<file path="src/rtl/pc_gen_if.sv">
// Fetch-stage PC generator interface.
// master: drives stall/redirect/trap/RAS hints and observes the PC outputs.
// slave : the pc_gen side; consumes the controls and drives the PC outputs.
//   stall, redirect_valid/target, trap_valid/vector, ras_push, ras_pop  (master -> slave)
//   pc_dout, pc_next, misalign, redirect_pending, ras_empty              (slave -> master)
interface pc_gen_if #(
    parameter int unsigned XLEN = 32
);
    logic            stall;
    logic            redirect_valid;
    logic [XLEN-1:0] redirect_target;
    logic            trap_valid;
    logic [XLEN-1:0] trap_vector;
    logic            ras_push;
    logic            ras_pop;
    logic [XLEN-1:0] pc_dout;
    logic [XLEN-1:0] pc_next;
    logic            misalign;
    logic            redirect_pending;
    logic            ras_empty;

    modport master (
        output stall,
        output redirect_valid,
        output redirect_target,
        output trap_valid,
        output trap_vector,
        output ras_push,
        output ras_pop,
        input  pc_dout,
        input  pc_next,
        input  misalign,
        input  redirect_pending,
        input  ras_empty
    );

    modport slave (
        input  stall,
        input  redirect_valid,
        input  redirect_target,
        input  trap_valid,
        input  trap_vector,
        input  ras_push,
        input  ras_pop,
        output pc_dout,
        output pc_next,
        output misalign,
        output redirect_pending,
        output ras_empty
    );
endinterface

</file>
<file path="src/rtl/pc_gen.sv">
// Program-counter generator for the fetch stage.
// Holds the current PC and picks the next one by fixed priority:
// trap > unstalled redirect > released pending redirect > stall hold >
// RAS-predicted return > sequential increment. Redirects seen during a stall
// are parked and applied once the stall drops. A small circular return
// address stack supplies return predictions.
// Ports:
//   clk  - clock
//   rst  - synchronous, active-high reset
//   bus  - pc_gen_if.slave: control inputs and PC/status outputs
//          (pc_dout registered; pc_next, misalign, ras_empty decoded from state)
module pc_gen #(
    parameter int unsigned     XLEN         = 32,
    parameter logic [XLEN-1:0] RESET_VECTOR = '0,
    parameter int unsigned     ALIGN_BITS   = 2,
    parameter int unsigned     RAS_DEPTH    = 4
) (
    input  logic     clk,
    input  logic     rst,
    pc_gen_if.slave  bus
);

    localparam int unsigned     PTR_W = (RAS_DEPTH > 1) ? $clog2(RAS_DEPTH) : 1;
    localparam int unsigned     CNT_W = $clog2(RAS_DEPTH + 1);
    localparam logic [XLEN-1:0] INC   = XLEN'(1) << ALIGN_BITS;
    localparam logic [CNT_W-1:0] CNT_FULL = CNT_W'(RAS_DEPTH);

    // Parameter sanity: circular pointer arithmetic relies on a power-of-2 depth.
    if (RAS_DEPTH < 2 || (RAS_DEPTH & (RAS_DEPTH - 1)) != 0) begin : g_bad_ras_depth
        $error("pc_gen: RAS_DEPTH must be a power of 2 and at least 2");
    end
    if (ALIGN_BITS < 1 || ALIGN_BITS >= XLEN) begin : g_bad_align
        $error("pc_gen: ALIGN_BITS must be in 1..XLEN-1");
    end

    // ------------------------------------------------------------------
    // State
    // ------------------------------------------------------------------
    logic [XLEN-1:0]  pc_q;
    logic [XLEN-1:0]  pc_d;
    logic             pend_q;
    logic             pend_d;
    logic [XLEN-1:0]  pend_tgt_q;
    logic [XLEN-1:0]  pend_tgt_d;

    logic [XLEN-1:0]  ras_mem [RAS_DEPTH];
    logic [PTR_W-1:0] ras_ptr_q;
    logic [PTR_W-1:0] ras_ptr_d;
    logic [CNT_W-1:0] ras_cnt_q;
    logic [CNT_W-1:0] ras_cnt_d;

    // ------------------------------------------------------------------
    // Derived values
    // ------------------------------------------------------------------
    logic [XLEN-1:0]  pc_inc;
    logic [PTR_W-1:0] ras_top_idx;
    logic [XLEN-1:0]  ras_top;
    logic             ras_is_empty;

    assign pc_inc       = pc_q + INC;
    assign ras_top_idx  = ras_ptr_q - PTR_W'(1);
    assign ras_top      = ras_mem[ras_top_idx];
    assign ras_is_empty = (ras_cnt_q == '0);

    // ------------------------------------------------------------------
    // Next-PC select and pending-redirect tracking
    // ------------------------------------------------------------------
    always_comb begin
        pc_d       = pc_inc;
        pend_d     = pend_q;
        pend_tgt_d = pend_tgt_q;

        if (bus.trap_valid) begin
            // Trap wins even over a stall and drops any parked redirect.
            pc_d   = bus.trap_vector;
            pend_d = 1'b0;
        end else if (bus.redirect_valid && !bus.stall) begin
            pc_d   = bus.redirect_target;
            pend_d = 1'b0;
        end else if (pend_q && !bus.stall) begin
            pc_d   = pend_tgt_q;
            pend_d = 1'b0;
        end else if (bus.stall) begin
            pc_d = pc_q;
            // Latest redirect seen during the stall is the one that counts.
            if (bus.redirect_valid) begin
                pend_d     = 1'b1;
                pend_tgt_d = bus.redirect_target;
            end
        end else if (bus.ras_pop && !ras_is_empty) begin
            pc_d = ras_top;
        end
    end

    // ------------------------------------------------------------------
    // RAS control: only moves when the PC advances on a non-trap path
    // ------------------------------------------------------------------
    logic             ras_en;
    logic             do_push;
    logic             do_pop;
    logic             ras_we;
    logic [PTR_W-1:0] ras_wr_idx;

    always_comb begin
        ras_en     = !bus.stall && !bus.trap_valid;
        do_push    = ras_en && bus.ras_push;
        do_pop     = ras_en && bus.ras_pop && !ras_is_empty;
        ras_we     = 1'b0;
        ras_wr_idx = ras_ptr_q;
        ras_ptr_d  = ras_ptr_q;
        ras_cnt_d  = ras_cnt_q;

        if (do_push && do_pop) begin
            // Return followed immediately by a call: replace the top in place.
            ras_we     = 1'b1;
            ras_wr_idx = ras_top_idx;
        end else if (do_push) begin
            // When full the write lands on the oldest entry, overwriting it.
            ras_we     = 1'b1;
            ras_wr_idx = ras_ptr_q;
            ras_ptr_d  = ras_ptr_q + PTR_W'(1);
            ras_cnt_d  = (ras_cnt_q == CNT_FULL) ? ras_cnt_q : ras_cnt_q + CNT_W'(1);
        end else if (do_pop) begin
            ras_ptr_d = ras_top_idx;
            ras_cnt_d = ras_cnt_q - CNT_W'(1);
        end
    end

    // ------------------------------------------------------------------
    // State registers
    // ------------------------------------------------------------------
    always_ff @(posedge clk) begin
        if (rst) begin
            pc_q       <= RESET_VECTOR;
            pend_q     <= 1'b0;
            pend_tgt_q <= '0;
            ras_ptr_q  <= '0;
            ras_cnt_q  <= '0;
        end else begin
            pc_q       <= pc_d;
            pend_q     <= pend_d;
            pend_tgt_q <= pend_tgt_d;
            ras_ptr_q  <= ras_ptr_d;
            ras_cnt_q  <= ras_cnt_d;
        end
    end

    // RAS storage; cleared on reset so reads never see unknowns.
    always_ff @(posedge clk) begin
        if (rst) begin
            for (int i = 0; i < int'(RAS_DEPTH); i++) begin
                ras_mem[i] <= '0;
            end
        end else if (ras_we) begin
            ras_mem[ras_wr_idx] <= pc_inc;
        end
    end

    // ------------------------------------------------------------------
    // Outputs
    // ------------------------------------------------------------------
    assign bus.pc_dout          = pc_q;
    assign bus.pc_next          = pc_d;
    assign bus.misalign         = |pc_q[ALIGN_BITS-1:0];
    assign bus.redirect_pending = pend_q;
    assign bus.ras_empty        = ras_is_empty;

endmodule
</file>
<file path="src/flat_wrapper.sv">
// flat-port wrapper written by rule: the top's interface ports become plain ports
module pc_gen_flat 
#(
    parameter int unsigned     XLEN         = 32,
    parameter logic [XLEN-1:0] RESET_VECTOR = '0,
    parameter int unsigned     ALIGN_BITS   = 2,
    parameter int unsigned     RAS_DEPTH    = 4
)
  (clk, rst, bus_stall, bus_redirect_valid, bus_redirect_target, bus_trap_valid, bus_trap_vector, bus_ras_push, bus_ras_pop, bus_pc_dout, bus_pc_next, bus_misalign, bus_redirect_pending, bus_ras_empty);
  pc_gen_if #(.XLEN(XLEN)) bus_i ();
  input  logic clk;
  input  logic rst;
  input wire logic [$bits(bus_i.stall)-1:0] bus_stall;
  input wire logic [$bits(bus_i.redirect_valid)-1:0] bus_redirect_valid;
  input wire logic [$bits(bus_i.redirect_target)-1:0] bus_redirect_target;
  input wire logic [$bits(bus_i.trap_valid)-1:0] bus_trap_valid;
  input wire logic [$bits(bus_i.trap_vector)-1:0] bus_trap_vector;
  input wire logic [$bits(bus_i.ras_push)-1:0] bus_ras_push;
  input wire logic [$bits(bus_i.ras_pop)-1:0] bus_ras_pop;
  output wire logic [$bits(bus_i.pc_dout)-1:0] bus_pc_dout;
  output wire logic [$bits(bus_i.pc_next)-1:0] bus_pc_next;
  output wire logic [$bits(bus_i.misalign)-1:0] bus_misalign;
  output wire logic [$bits(bus_i.redirect_pending)-1:0] bus_redirect_pending;
  output wire logic [$bits(bus_i.ras_empty)-1:0] bus_ras_empty;
  assign bus_i.stall = bus_stall;
  assign bus_i.redirect_valid = bus_redirect_valid;
  assign bus_i.redirect_target = bus_redirect_target;
  assign bus_i.trap_valid = bus_trap_valid;
  assign bus_i.trap_vector = bus_trap_vector;
  assign bus_i.ras_push = bus_ras_push;
  assign bus_i.ras_pop = bus_ras_pop;
  assign bus_pc_dout = bus_i.pc_dout;
  assign bus_pc_next = bus_i.pc_next;
  assign bus_misalign = bus_i.misalign;
  assign bus_redirect_pending = bus_i.redirect_pending;
  assign bus_ras_empty = bus_i.ras_empty;
  pc_gen #(.XLEN(XLEN), .RESET_VECTOR(RESET_VECTOR), .ALIGN_BITS(ALIGN_BITS), .RAS_DEPTH(RAS_DEPTH)) u_core (.clk(clk), .rst(rst), .bus(bus_i));
endmodule
</file>
<file path="config.mk">
export PLATFORM = sky130hd
export DESIGN_NAME = pc_gen_flat
export DESIGN_NICKNAME = d
export VERILOG_FILES = /design/src/rtl/pc_gen_if.sv /design/src/rtl/pc_gen.sv /design/src/flat_wrapper.sv
export SDC_FILE = /design/constraint.sdc
export NUM_CORES = 1
export LEC_CHECK = 0
export ABC_CLOCK_PERIOD_IN_PS = 5200
export BUFFER_PORTS_ARGS = -buffer_cell sky130_fd_sc_hd__buf_2
export CORE_MARGIN = 5
export CORE_UTILIZATION = 25
export CTS_BUF_LIST = sky130_fd_sc_hd__clkbuf_4 sky130_fd_sc_hd__clkbuf_8
export CTS_CLUSTER_SIZE = 8
export DETAILED_ROUTE_END_ITERATION = 6
export PLACE_DENSITY = 0.46
export SLEW_MARGIN = 20
export SYNTH_ARGS = -nofsm -noshare
export SYNTH_HDL_FRONTEND = slang
export SYNTH_SLANG_ARGS = --single-unit
</file>
<file path="constraint.sdc">
create_clock -name clk -period 5.2 [get_ports clk]
set_input_delay 0 -clock clk [delete_from_list [all_inputs] [get_ports clk]]
set_output_delay 0 -clock clk [all_outputs]
set_load 0.02 [all_outputs]
</file>
Yosys cells after proc, flatten, opt, wreduce, memory -nomap -nowiden
Memory sizes are Yosys's and may differ from the RTL's.
Index checks and enable logic that the tools add are counted.
{"block": "totals", "mem_bits_rw": 128, "in_bits": 71, "ff_bits": 70, "n_memories": 1}
{"name": "u_core.ras_mem", "depth": 4, "width": 32, "rd": 1, "rd_ports_with_merged_regs": 0, "wr": 4, "line_no": "pc_gen.sv:46", "text": "logic [XLEN-1:0] ras_mem [RAS_DEPTH];"}
{"block": "op_classes", "reduce_logical": 20, "bitwise_logic": 4, "mux": 21, "eq_ne": 2, "add_sub_neg": 5}
{"operator": "2-to-1 mux 32 bit", "n": 6}
{"operator": "adder 32 x 3 -> 32 bit, second input constant", "n": 1}
{"operator": "OR reduction 32 bit", "n": 1}
{"operator": "2-to-1 mux 3 bit", "n": 3}
{"operator": "logical AND 1 bit", "n": 8}
{"operator": "2-to-1 mux 1 bit", "n": 8}
{"operator": "2-to-1 mux 2 bit", "n": 4}
{"operator": "AND reduction 5 bit", "n": 1}
{"operator": "NOT 1 bit", "n": 4}
{"operator": "AND reduction 2 bit", "n": 2}
{"operator": "OR reduction 4 bit", "n": 1}
{"operator": "adder 3 x 1 -> 3 bit, second input constant", "n": 1}
{"operator": "equality test 3 bit, second input constant", "n": 1}
{"operator": "logical NOT 1 bit", "n": 3}
{"operator": "logical NOT 3 bit", "n": 1}
{"operator": "AND reduction 3 bit", "n": 1}
{"operator": "subtractor 3 x 1 -> 3 bit, second input constant", "n": 1}
{"operator": "adder 2 x 1 -> 2 bit, second input constant", "n": 1}
{"operator": "!= test 2 bit, second input constant", "n": 1}
{"operator": "nonzero test 2 bit", "n": 1}
{"operator": "OR reduction 2 bit", "n": 1}
{"operator": "subtractor 2 x 1 -> 2 bit, second input constant", "n": 1}

Logic depth before layout (Yosys ltp)
{"block": "depth", "ltp_word": 11, "depth_mapped": 12, "ltp_nobuf": 8}

Worst setup path after synthesis
Ideal clock, no wire load.
{"block": "synth_timing", "path_type": "register to register", "from": "register u_core.ras_cnt_q[2]", "to": "memory u_core.ras_mem[3][0], enable pin", "slack_ps": 823, "stages_incl_launch_ff": 8, "path_buffers": 1, "synth_period_minus_slack_ps": 4377, "t_arrival_ps": 3912, "cell_sequence": "dfxtp_1 > o31ai_2 > clkbuf_1 > nor2_1 > ha_1 > nor2b_1 > mux2i_1 > o21ai_0"}
{"item": "start: declaration", "line_no": "pc_gen.sv:49", "text": "logic [CNT_W-1:0] ras_cnt_q;"}
{"item": "start signal: assignment", "line_no": "pc_gen.sv:144", "text": "ras_cnt_q <= ras_cnt_d;"}
{"item": "end: declaration", "line_no": "pc_gen.sv:46"}

Final worst setup path
{"block": "layout_timing", "from": "register u_core.pc_q[2], in the netlist u_core.bus.pc_dout[2]", "to": "output bus_pc_next[28]"}
{"block": "layout_via", "elab_chain_len": 6}
{"item": "start: declaration", "line_no": "pc_gen.sv:39", "text": "logic [XLEN-1:0] pc_q;"}
{"item": "start signal: assignment", "line_no": "pc_gen.sv:140", "text": "pc_q <= pc_d;"}
{"item": "adder 32 x 3 -> 32 bit", "line_no": "pc_gen.sv:60", "text": "assign pc_inc = pc_q + INC;"}
{"item": "2-to-1 mux 32 bit", "line_no": "pc_gen.sv:90", "text": "end else if (bus.ras_pop && !ras_is_empty) begin"}
{"item": "2-to-1 mux 32 bit", "line_no": "pc_gen.sv:83", "text": "end else if (bus.stall) begin"}
{"item": "2-to-1 mux 32 bit", "line_no": "pc_gen.sv:80", "text": "end else if (pend_q && !bus.stall) begin"}
{"item": "2-to-1 mux 32 bit", "line_no": "pc_gen.sv:77", "text": "end else if (bus.redirect_valid && !bus.stall) begin"}
{"item": "2-to-1 mux 32 bit", "line_no": "pc_gen.sv:73", "text": "if (bus.trap_valid) begin"}
{"item": "end: declaration", "line_no": "flat_wrapper.sv:21", "text": "output wire logic [$bits(bus_i.pc_next)-1:0] bus_pc_next;"}
No other way between the ends.

==> impl_metrics.py <==
metrics = {
    "global_route": {
        "grt_pass1_wl_mm": 54.9,
        "gr-total-overflow": 0,
        "grt_pass1_vias": 8553,
        "grt_max_degree": 68,
        "grt_usage_pct": 16.1,
        "antenna_found_initial": 1,
    },
    "clock_network": {
        "ctsHtreeMaxLevel": 4,
        "clock_latency_ps": 490,
        "ctsResizeCount": 0,
        "post_cts_buffers": 0,
        "clock_path_buffers": 2,
        "cts_sinks": 198,
        "cts_tree": "yes",
        "ctsHoldBuffers": 61,
        "numCtsBuffers": 17,
        "cts_root_buf": "clkbuf_8",
        "cts.clk_slew.worst_paths_ps": 110,
    },
    "yosys": {
        "syn_nets": 1102,
        "synth_warnings": 0,
        "synth_commonest_cells": "nor2_1 (176), nand2_1 (132), edfxtp_1 (128), a21oi_1 (96), dfxtp_1 (70)",
        "netlist_instances": 1028,
        "ys_top_cells_by_area": "edfxtp_1 (38%), dfxtp_1 (14%), mux4_2 (6.9%), nor2_1 (6.5%), nand2_1 (4.9%)",
        "synth-edff-count": 128,
        "syn-cell-area_um2": 10100,
        "synth_most_common_cell": "nor2_1",
        "ys_seq_elements": 198,
        "ys_types": 70,
        "syn_avg_cell_area_um2": 9.84,
        "synth_top_flop_cell": "edfxtp_1",
        "ys_seq_area_share_pct": 51.8,
        "synth_top_area_cell": "edfxtp_1",
        "synth.top_cell.area_share_pct": 38.0,
        "ys_async_sr_fraction_pct": 0,
    },
    "detailed_routing": {
        "firstDrtPassIters": 5,
        "num_vias": 8699,
        "route.detailed.drc": 0,
        "drt_iter0_drc": 713,
        "totalWireLength_mm": 36.7,
        "wire_per_inst_um": 21.2,
        "drt-vias-per-instance": 5.03,
        "final_antenna_net_count": 0,
    },
    "timing": {
        "setup_tns_ps": 0,
        "rsz0062_at_grt": "false",
        "finClkSkew_ps": 15.3,
        "worst_pin_slew_ps": 859,
        "finalCritPeriodShare_pct": 65.7,
        "relSlewSlack_pct": 42.7,
        "setup_slack_ps": 1780,
        "clock.fmax_mhz": 293,
        "setup_viol": 0,
        "period_needed_ps": 3420,
        "hold_viol_final": 0,
        "drv_slew": 0,
    },
    "die": {
        "row_count": 73,
        "io_pins": 138,
        "core_um2": 39900,
        "fp.dieArea_um2": 44600,
        "die_y_um": 211,
        "die_w_um": 211,
        "start_util_pct": 25.4,
    },
    "run": {
        "maxCapViolCount": 0,
    },
    "critical_path": {
        "slowest_delay_ps": 680,
        "cp_max_fo": 11,
        "arrival_ps": 3420,
        "setup.worst_path.start_class": "register",
        "cp_slowest_cell": "nor4_2",
        "crit-reg2reg-launch": "u_core.ras_cnt_q[2]$_SDFFE_PP0P_",
        "path_cells": "ha_1, nand3_4, nor4_2, nand4_1, xor2_1, o21ai_0, buf_2",
        "critPathLaunch": "u_core.bus.pc_dout[2]$_SDFF_PP0_",
        "required_ps": 5200,
        "path_class": "register to primary output",
        "reg2reg_slack_ps": 2040,
        "cp-end-kind": "primary output",
    },
    "worst_hold_path": {
        "hold_path.startpoint": "bus_trap_vector[26]",
        "min_path_type": "primary input to register",
    },
    "placed_design": {
        "gp_congestion": 0.844,
        "dpl_worst_slack_ps": 2050,
        "dp_cells": 1639,
        "dp_hpwl_mm": 26.0,
        "numPortBuffers": 137,
    },
    "finish": {
        "fin_util_pct": 31.0,
        "drive_above_1_share_pct": 20.2,
        "stdcell_count": 1731,
        "area_growth_pct": 22.2,
        "final_nets": 1268,
        "diodes": 0,
    },
    "pwr": {
        "p_leak_nw": 4.41,
        "ir_drop_v": 0.000146,
        "powerDensity_nw_per_um2": 290,
    },
    "status": {
        "outcome": "finished clean",
    },
}
flip-flops by register name (all words and copies together), names as in the netlist:
name / flops
u_core.ras_mem: 128
u_core.bus.pc_dout: 32
u_core.pend_tgt_q: 32
u_core.ras_cnt_q: 3
u_core.ras_ptr_q: 2
u_core.bus.redirect_pending: 1
metal layers:
layer | wire [um] | global-route usage, %
met5 | 0 | 0
met4 | 595 | 4.38
met3 | 1860 | 2.14
met2 | 17200 | 25.7
met1 | 17100 | 22.9
power by group:
| part | total (mW) | internal [mW] | switching, mW |
|---|---|---|---|
| Sequential | 1.83 | 1.74 | 0.0875 |
| Clock | 1.09 | 0.489 | 0.597 |
| Combinational | 0.666 | 0.246 | 0.420 |
layout by cell type (no fill, tap or decap), drive strengths merged, types with 4 or more instances in the layout:
| master | Yosys | final |
|---|---|---|
| clkbuf | 62 | 18 |
| and4 | 5 | 5 |
| inv | 18 | 23 |
| o22ai | 5 | 5 |
| or3 | 14 | 14 |
| o221ai | 6 | 6 |
| buf | 13 | 161 |
| mux4 | 32 | 32 |
| o21ai | 56 | 56 |
| nand2 | 132 | 132 |
| o21a | 4 | 4 |
| nand4 | 17 | 17 |
| xor2 | 12 | 12 |
| nand3 | 21 | 21 |
| nor3 | 17 | 17 |
| nor2 | 176 | 176 |
| and2 | 8 | 8 |
| a31oi | 11 | 11 |
| o211ai | 6 | 6 |
| nand2b | 9 | 9 |
| nor2b | 4 | 4 |
| a21oi | 96 | 96 |
| a221oi | 9 | 9 |
| a211oi | 10 | 10 |
| or4 | 4 | 4 |
| dfxtp | 70 | 70 |
| nor3b | 4 | 4 |
| xnor2 | 14 | 14 |
| dlygate4sd3 | 0 | 61 |
| nor4 | 9 | 9 |
| edfxtp | 128 | 128 |
| and3 | 12 | 12 |
| o31a | 6 | 6 |
metrics by stage:
step	power (mW)	area, um2	hold slack (ps)
final	3.58	12400	37.1
after global routing	3.73	12400	57.7
after CTS	3.61	12400	8.95
after detailed placement	2.49	11300	263
after global placement	2.50	11300	254
after floorplan	2.22	10100	136
worst paths after layout:
kind                                    endpoint  cells past startpoint
max                              bus_pc_next[28]                      7
min            u_core.bus.pc_dout[26]$_SDFF_PP0_                      4
min reg2reg    u_core.pend_tgt_q[4]$_SDFFE_PP0P_                      2
max reg2reg  u_core.ras_mem[0][24]$_SDFFCE_PN0P_                     10
worst max-delay path, delay by kind of cell, from the launching register on:
| kind | cells | cell delay [ps] |
|---|---|---|
| AO/OA/AOI/OAI | 1 | 210 |
| XOR/XNOR | 1 | 490 |
| AND/OR/NAND/NOR | 3 | 1090 |
| buffers and inverters | 1 | 200 |
| adder cells (fa/ha/maj) | 1 | 300 |
| flip-flops | 1 | 620 |
area by class of cell:
class                   instances  area [um2]
clock buffers                  18         241
clock inverters                13         173
fillers                      4065       27500
multi-input cells             737        4500
flip-flops and latches        198        5250
inverters                      18        67.6
repair buffers                222        1480
well taps                     525         657
cell families (layout without fill, tap and decap cells):
kind of cell,Yosys count,after routing,synth area share (%)
and+or+nand+nor,435,435,19.5
AOI/OAI and AO/OA,236,236,14.3
DFF,198,198,51.8
buffers and inverters,93,271,3.94
muxes,37,37,7.68
xor gates and xnor gates,26,26,2.25
adders and majority gates,3,3,0.445
No activity file was read; power rests on OpenSTA's default activity.
